### config.mk
export PLATFORM = sky130hd
export DESIGN_NAME = if_stage
export DESIGN_NICKNAME = d
export VERILOG_FILES = /design/src/rtl/cpu_pkg.sv /design/src/rtl/fetch_fifo.sv /design/src/rtl/if_stage.sv
export SDC_FILE = /design/constraint.sdc
export NUM_CORES = 1
export LEC_CHECK = 0
export CORE_MARGIN = 2
export CORE_UTILIZATION = 55
export CTS_CLUSTER_SIZE = 12
export DETAILED_ROUTE_END_ITERATION = 6
export PLACE_DENSITY = 0.78
export SLEW_MARGIN = 25
export SYNTH_ARGS = -nofsm -noshare
export SYNTH_HDL_FRONTEND = slang
export SYNTH_SLANG_ARGS = --single-unit
### constraint.sdc
create_clock -name clk -period 7.3 [get_ports clk]
set_input_delay 1.46 -clock clk [delete_from_list [all_inputs] [get_ports clk]]
set_output_delay 1.46 -clock clk [all_outputs]
set_load 0.01 [all_outputs]
### src/rtl/cpu_pkg.sv
// Shared CPU front-end definitions: NOP encoding, default reset PC and fetch FSM states.
package cpu_pkg;

  localparam logic [31:0] NOP_INSTR        = 32'h0000_0000;
  localparam logic [31:0] DEFAULT_RESET_PC = 32'h0000_0000;

  typedef enum logic {
    FETCH   = 1'b0,
    DISCARD = 1'b1
  } fetch_state_e;

  function automatic logic [31:0] word_align(input logic [31:0] addr);
    return {addr[31:2], 2'b00};
  endfunction

endpackage

### src/rtl/fetch_fifo.sv
// Small fetch queue holding {instruction, pc+4} pairs between instruction memory and IF/ID.
module fetch_fifo #(
  parameter int FQ_DEPTH = 2
) (
  input  logic                             clk,
  input  logic                             rst,
  input  logic                             flush,
  input  logic                             push,
  input  logic [63:0]                      push_data,
  input  logic                             pop,
  output logic [63:0]                      pop_data,
  output logic [$clog2(FQ_DEPTH+1)-1:0]    count,
  output logic                             full,
  output logic                             empty
);

  localparam int CNT_W = $clog2(FQ_DEPTH + 1);
  localparam int PTR_W = (FQ_DEPTH > 1) ? $clog2(FQ_DEPTH) : 1;

  logic [63:0]         mem_reg [FQ_DEPTH];
  logic [PTR_W-1:0]    wr_ptr_reg, wr_ptr_next;
  logic [PTR_W-1:0]    rd_ptr_reg, rd_ptr_next;
  logic [CNT_W-1:0]    count_reg, count_next;
  logic [FQ_DEPTH-1:0] wr_en;
  logic                do_push, do_pop;

  // Pointers wrap explicitly so non-power-of-two depths work.
  function automatic logic [PTR_W-1:0] ptr_inc(input logic [PTR_W-1:0] p);
    return (p == PTR_W'(FQ_DEPTH - 1)) ? '0 : p + 1'b1;
  endfunction

  assign full     = (count_reg == CNT_W'(FQ_DEPTH));
  assign empty    = (count_reg == '0);
  assign count    = count_reg;
  assign do_push  = push && !full;
  assign do_pop   = pop && !empty;
  assign pop_data = mem_reg[rd_ptr_reg];

  genvar gi;
  generate
    for (gi = 0; gi < FQ_DEPTH; gi++) begin : g_wr_en
      assign wr_en[gi] = do_push && (wr_ptr_reg == PTR_W'(gi));
    end
  endgenerate

  always_comb begin
    wr_ptr_next = wr_ptr_reg;
    rd_ptr_next = rd_ptr_reg;
    count_next  = count_reg;
    if (do_push) wr_ptr_next = ptr_inc(wr_ptr_reg);
    if (do_pop)  rd_ptr_next = ptr_inc(rd_ptr_reg);
    case ({do_push, do_pop})
      2'b10:   count_next = count_reg + 1'b1;
      2'b01:   count_next = count_reg - 1'b1;
      default: count_next = count_reg;
    endcase
  end

  always_ff @(posedge clk) begin
    if (rst || flush) begin
      wr_ptr_reg <= '0;
      rd_ptr_reg <= '0;
      count_reg  <= '0;
    end else begin
      wr_ptr_reg <= wr_ptr_next;
      rd_ptr_reg <= rd_ptr_next;
      count_reg  <= count_next;
    end
  end

  // Storage carries no reset; validity is tracked by the count.
  always_ff @(posedge clk) begin
    for (int i = 0; i < FQ_DEPTH; i++) begin
      if (wr_en[i]) mem_reg[i] <= push_data;
    end
  end

endmodule

### src/rtl/if_stage.sv
// Instruction fetch stage: PC, single-outstanding memory request, fetch queue and IF/ID register.
module if_stage
  import cpu_pkg::*;
#(
  parameter logic [31:0] RESET_PC = DEFAULT_RESET_PC,
  parameter int          FQ_DEPTH = 2
) (
  input  logic        clk,
  input  logic        rst,
  output logic        IM_Req,
  output logic [31:0] IM_Addr,
  input  logic        IM_Ack,
  input  logic [31:0] IM_Instr,
  input  logic        Stall,
  input  logic        Redirect,
  input  logic [31:0] Redirect_Addr,
  output logic [31:0] IF_ID_Instr,
  output logic [31:0] IF_ID_PC4,
  output logic        IF_ID_Valid
);

  localparam int CNT_W = $clog2(FQ_DEPTH + 1);

  fetch_state_e     state_reg, state_next;
  logic [31:0]      pc_reg, pc_next;
  logic [31:0]      addr_reg, addr_next;
  logic [31:0]      if_id_instr_reg, if_id_instr_next;
  logic [31:0]      if_id_pc4_reg, if_id_pc4_next;
  logic             if_id_valid_reg, if_id_valid_next;

  logic [63:0]      fq_head;
  logic [CNT_W-1:0] fq_count;
  logic             fq_full, fq_empty;
  logic             im_req, waiting, push, pop;

  // DISCARD keeps the stale request alive until the memory acknowledges it.
  assign im_req  = !rst && ((state_reg == DISCARD) || (fq_count < CNT_W'(FQ_DEPTH)));
  assign waiting = im_req && !IM_Ack;
  assign push    = im_req && IM_Ack && (state_reg == FETCH) && !Redirect && !fq_full;
  assign pop     = !Redirect && !Stall;

  assign IM_Req      = im_req;
  assign IM_Addr     = addr_reg;
  assign IF_ID_Instr = if_id_instr_reg;
  assign IF_ID_PC4   = if_id_pc4_reg;
  assign IF_ID_Valid = if_id_valid_reg;

  fetch_fifo #(
    .FQ_DEPTH(FQ_DEPTH)
  ) u_fetch_fifo (
    .clk      (clk),
    .rst      (rst),
    .flush    (Redirect),
    .push     (push),
    .push_data({IM_Instr, addr_reg + 32'd4}),
    .pop      (pop),
    .pop_data (fq_head),
    .count    (fq_count),
    .full     (fq_full),
    .empty    (fq_empty)
  );

  always_comb begin
    state_next = state_reg;
    pc_next    = pc_reg;
    addr_next  = addr_reg;
    case (state_reg)
      FETCH:   if (Redirect && waiting) state_next = DISCARD;
      DISCARD: if (im_req && IM_Ack)    state_next = FETCH;
      default: state_next = FETCH;
    endcase
    if (Redirect)  pc_next = word_align(Redirect_Addr);
    else if (push) pc_next = pc_reg + 32'd4;
    // The address only moves once the current request has been acknowledged.
    if (!waiting) addr_next = pc_next;
  end

  always_comb begin
    if_id_instr_next = if_id_instr_reg;
    if_id_pc4_next   = if_id_pc4_reg;
    if_id_valid_next = if_id_valid_reg;
    if (Redirect) begin
      if_id_instr_next = NOP_INSTR;
      if_id_valid_next = 1'b0;
    end else if (!Stall) begin
      if (!fq_empty) begin
        if_id_instr_next = fq_head[63:32];
        if_id_pc4_next   = fq_head[31:0];
        if_id_valid_next = 1'b1;
      end else begin
        if_id_instr_next = NOP_INSTR;
        if_id_valid_next = 1'b0;
      end
    end
  end

  always_ff @(posedge clk) begin
    if (rst) begin
      state_reg       <= FETCH;
      pc_reg          <= word_align(RESET_PC);
      addr_reg        <= word_align(RESET_PC);
      if_id_instr_reg <= NOP_INSTR;
      if_id_pc4_reg   <= 32'h0;
      if_id_valid_reg <= 1'b0;
    end else begin
      state_reg       <= state_next;
      pc_reg          <= pc_next;
      addr_reg        <= addr_next;
      if_id_instr_reg <= if_id_instr_next;
      if_id_pc4_reg   <= if_id_pc4_next;
      if_id_valid_reg <= if_id_valid_next;
    end
  end

endmodule

==> results of run 1 <==
## layout make-up
| class | count | area, sq um | area share |
|---|---|---|---|
| Clock buffer | 46 | 767 | 0.0574 |
| Timing Repair Buffer | 174 | 1730 | 0.129 |
| Tap cell | 265 | 332 | 0.0248 |
| Clock inverter | 4 | 48.8 | 0.00365 |
| Sequential cell | 263 | 6550 | 0.490 |
| Multi-Input combinational cell | 572 | 3880 | 0.291 |
| Inverter | 13 | 48.8 | 0.00365 |
## logic make-up (layout without fill, tap and decap cells)
| kind of cell | after synthesis | after routing | share of synthesized area |
|---|---|---|---|
| simple gates | 308 | 308 | 0.150 |
| xor+xnor | 41 | 41 | 0.0334 |
| compound gates | 148 | 148 | 0.102 |
| mux | 72 | 72 | 0.0712 |
| fa+ha+maj | 3 | 3 | 0.00350 |
| buf+inv | 72 | 237 | 0.0308 |
| flops | 263 | 263 | 0.610 |
## worst max-delay path, stage by stage
cell	delay, ps
buf_2	260
a21oi_1	320
clkdlybuf4s50_1	610
## cells in the mapped netlist (all sizes together), types with 12 or more instances
| cell type | number |
|---|---|
| dfxtp | 135 |
| edfxtp | 128 |
| nor2 | 113 |
| nand2 | 45 |
| mux2i | 37 |
| mux2 | 35 |
| a22oi | 34 |
| buf | 34 |
| a211oi | 33 |
| nand3 | 28 |
| nor3 | 26 |
| clkbuf | 25 |
| o21ai | 21 |
| xnor2 | 21 |
| xor2 | 20 |
| a21oi | 15 |
| and3 | 15 |
| nand4 | 14 |
| and4 | 13 |
| inv | 12 |
## through the flow
step | setup slack, ps | power, mW | hold slack [ps] | cells | area [sq um]
4_1_cts | 3220 | 3.15 | 469 | 1336 | 13300
3_3_place_gp | 2840 | 1.88 | 448 | 1286 | 12500
5_1_grt | 3150 | 3.24 | 501 | 1337 | 13400
2_1_floorplan | 2150 | 1.78 | 431 | 907 | 10700
3_5_place_dp | 2800 | 1.88 | 455 | 1286 | 12500
6_report | 3190 | 3.13 | 464 | 1337 | 13400
## placed cells by master (no fill, tap or decap), types with 15 or more instances in the layout
cell type	count
nor3_1	24
nand2_1	44
dfxtp_1	134
xnor2_1	21
a22oi_1	34
edfxtp_1	128
a211oi_1	33
clkbuf_16	27
nor2_1	110
clkdlybuf4s50_1	162
mux2_2	35
o21ai_0	15
mux2i_1	37
nand3_1	27
clkbuf_1	17
xor2_1	20
a21oi_1	15
## per-layer routing
metal | share of wire | track usage | vias up
met1 | 0.43 | 0.299 | 3579
met2 | 0.48 | 0.385 | 257
met3 | 0.070 | 0.0363 | 41
li1 | - | - | 3627
met5 | 0 | 0 | -
met4 | 0.022 | 0.0645 | 0
## final timing paths
kind                                                 to  cells after the start
setup / recovery                                 IM_Req                      3
hold / removal                     pc_reg[0]$_SDFF_PP0_                      1
setup reg to reg  u_fetch_fifo.mem_reg[0][59]$_DFFE_PP_                      4
hold reg to reg                    pc_reg[0]$_SDFF_PP0_                      1
## power by group
part | leakage, nW | internal, mW | switching (mW)
clock network | 0.394 | 0.745 | 0.525
logic | 1.84 | 0.112 | 0.110
registers | 2.26 | 1.59 | 0.0407
total | 4.50 | 2.45 | 0.676
==> run metrics, run 1 <==
die width 144 um; final core utilization 0.691; Reg-to-Reg Start u_fetch_fifo.count[1]$_SDFFE_PP0P_; Final #Nets 1123; Power Density 234 nW/um^2; Max-Cap Viols 0; Top Ports 167; Netlist cell types 66; Largest register FFs 128; R2R Setup Slk 4460 ps; total iterations of the first detailed-routing run 5; syn avg cell area 11.8 sq um; worst setup path start rst; Crit. End Element primary output; Initial Utilization 0.555; Setup Buffers After CTS 0; Worst VDD drop 0.206 mV; dominant cells by area after synthesis edfxtp_1, dfxtp_1, nor2_1; DRT antenna net count 0; Core Rows 51; Bufs on Longest Clock Path 3; drt drc 0; yosys warns 0; total global routing track utilization 0.226; CP max FO 21; syn nets 979; FFs w/ async S/R, synth 0; Diodes inserted 0; Pleak 4.50 nW; Port-buffer cells 164; Post-synth EDFFs 128; vias in the first global route 7254; final hold violation count 0; worst-margin pin slew 944 ps; die area 20700 sq um; initial antenna violation count 0; Primary FF master, synth dfxtp_1; area share of the largest cell type after synthesis 0.358; kind of critical path input port to primary output; post-DP HPWL 15200 um; first-pass GRT wire length 36800 um; skew final 15.8 ps; Vias 7504; f_max 0.243 GHz; Total Wirelength 23400 um; Core ar. 19300 sq um; critical path arrival 2650 ps; total grt overflow 0; Die Ht 144 um; Pins Over Slew Limit 0; Worst setup SP type input port; worst hold path class flip-flop to flip-flop; layout cell share with drive strength beyond 1 0.104; RSZ-0062 raised after global routing no; fillers 1455; area added between synthesis and finish 24.3%; cts bufs inserted 27; area leader, netlist edfxtp_1; slew margin rel. 0.370; hold_sp pc_reg[0]$_SDFF_PP0_; Mapped Cells 907; synthesized area 10700 sq um; FF+latch count, synth 263; critical path required time 5840 ps; clk_lat worst skew 530 ps; largest net degree at the start of global routing 65; endpoints failing setup 0; # H-tree levels 1; Hold Buf Count CTS 0; run status finished, final reports clean; cts repair resizes 0; fin crit share 0.563; Starting DRT DRC Count 423; CTS Root Cell clkbuf_16; sequential share of the synthesized area 0.610; CTS clk-pin slew, worst paths 60 ps; Sum Neg Setup Slack 0 ps; CTS tree done; Routed WL per cell 17.5 um; vias per cell 5.61; Num Clock Sinks 263; GPL Wtd Cong 0.852; min Tclk post-route 4110 ps
No activity file was read; power rests on OpenSTA's default activity.
==> inputs of run 2 (changes only) <==
- CORE_UTILIZATION: 55 -> 54
- PLACE_DENSITY: 0.78 -> 0.77
- clock period: 7.3 -> 4.1 ns (I/O delays scaled with it)
==> run 2 against run 1 <==
Compared with the run above: hold slack gained 7.1 ps; via count grew 1.0%; critical path depth is the same; first-iteration DRC count grew 25%; cell area grew 0.52%; critical path type unchanged; largest power group unchanged.
==> run metrics, run 2 (synthesized netlist as in run 1, its figures left out) <==
Reg-to-Reg Start u_fetch_fifo.count[1]$_SDFFE_PP0P_; Setup Buffers After CTS 0; GPL Wtd Cong 0.861; crit path cell chain buf_2 -> a21oi_1 -> clkdlybuf4s50_1; drt drc 0; layout cell share with drive strength beyond 1 0.112; most frequent cells in the layout clkdlybuf4s50_1, dfxtp_1, edfxtp_1; Diodes inserted 0; cts repair resizes 0; critical path required time 3280 ps; Crit. End Element primary output; Worst VDD drop 0.270 mV; initial antenna violation count 0; endpoints failing setup 0; Final #Nets 1129; Pins Over Slew Limit 0; post-DP HPWL 15600 um; Total Wirelength 23900 um; Routed WL per cell 17.8 um; f_max 0.342 GHz; die width 145 um; vias in the first global route 7120; R2R Setup Slk 1850 ps; Core ar. 19500 sq um; worst hold path class flip-flop to flip-flop; first-pass GRT wire length 38000 um; Post-Layout Inst Area 13400 sq um; Post-Place Cells 1292; worst setup path start rst; total iterations of the first detailed-routing run 5; Placed Area 12600 sq um; total global routing track utilization 0.223; Max-Cap Viols 0; largest net degree at the start of global routing 65; R2R depth 5; CP peak stage delay 600 ps; cts bufs inserted 27; Starting DRT DRC Count 527; CP max FO 33; final hold violation count 0; Critical-path top delay cell clkdlybuf4s50_1; DRT antenna net count 0; CTS tree done; min Tclk post-route 2920 ps; run status finished, final reports clean; most common cell after layout, fill and taps aside clkdlybuf4s50_1; Top Ports 167; Port-buffer cells 164; CTS clk-pin slew, worst paths 60 ps; total grt overflow 0; final hold slack 471 ps; Die Ht 145 um; non-filler instance count after layout 1343; area added between synthesis and finish 25.0%; Largest register FFs 128; kind of critical path input port to primary output; slew margin rel. 0.403; Num Clock Sinks 263; # H-tree levels 1; RSZ-0062 raised after global routing no; worst-margin pin slew 888 ps; Critical path destination IM_Req; Worst setup SP type input port; Bufs on Longest Clock Path 3; Vias 7579; Power Density 416 nW/um^2; CTS Root Cell clkbuf_16; fin crit share 0.713; critical path arrival 2100 ps; die area 21000 sq um; Core Rows 51; Hold Buf Count CTS 0; Initial Utilization 0.552; Pleak 4.54 nW; Sum Neg Setup Slack 0 ps; skew final 10.6 ps; vias per cell 5.64; clk_lat worst skew 530 ps; R2R Path End IM_Addr[15]$_SDFFE_PP0P_
run 2: area by class of cell:
class                      count  area [sq um]
tap                          265           332
timing repair buffer         180          1800
multi-input combinational    572          3880
inverter                      13          48.8
fill                        1366          6040
sequential                   263          6550
clock buffer                  45           787
clock inverter                 5          28.8
run 2: critical path, delay by kind of cell:
| kind | cells | cell delay [ps] |
|---|---|---|
| buffers and inverters | 2 | 920 |
| AOI/OAI and AO/OA | 1 | 350 |
run 2: worst min-delay path by stage:
| stage | startpoint | end | slack (ps) | cells after the start |
|---|---|---|---|---|
| CTS | pc_reg[0]$_SDFF_PP0_ | pc_reg[0]$_SDFF_PP0_ | 470 | 1 |
| detailed placement | pc_reg[0]$_SDFF_PP0_ | pc_reg[0]$_SDFF_PP0_ | 450 | 1 |
| global route | pc_reg[1]$_SDFF_PP0_ | pc_reg[1]$_SDFF_PP0_ | 470 | 1 |
| finish | pc_reg[1]$_SDFF_PP0_ | pc_reg[1]$_SDFF_PP0_ | 470 | 1 |
| global placement | pc_reg[1]$_SDFF_PP0_ | pc_reg[1]$_SDFF_PP0_ | 450 | 1 |
| floorplan | pc_reg[0]$_SDFF_PP0_ | pc_reg[0]$_SDFF_PP0_ | 430 | 1 |
run 2: per-layer routing:
metal / global-route usage / routed length, um
met4: 0.0743 / 586
met3: 0.0349 / 1490
met1: 0.312 / 10500
met5: 0 / 0
met2: 0.359 / 11300
run 2: power by group:
| group | internal, mW | switching, mW | total, mW |
|---|---|---|---|
| registers | 2.84 | 0.0725 | 2.91 |
| clock network | 1.30 | 0.959 | 2.26 |
| logic | 0.203 | 0.207 | 0.410 |
| total | 4.34 | 1.24 | 5.58 |
run 2: through the flow:
stage	worst slack, ps	power, mW	utilization
2_1_floorplan	664	3.16	-
3_3_place_gp	1020	3.36	0.646
3_5_place_dp	945	3.37	0.646
4_1_cts	1190	5.61	0.688
5_1_grt	1130	5.77	0.690
6_report	1180	5.58	0.690
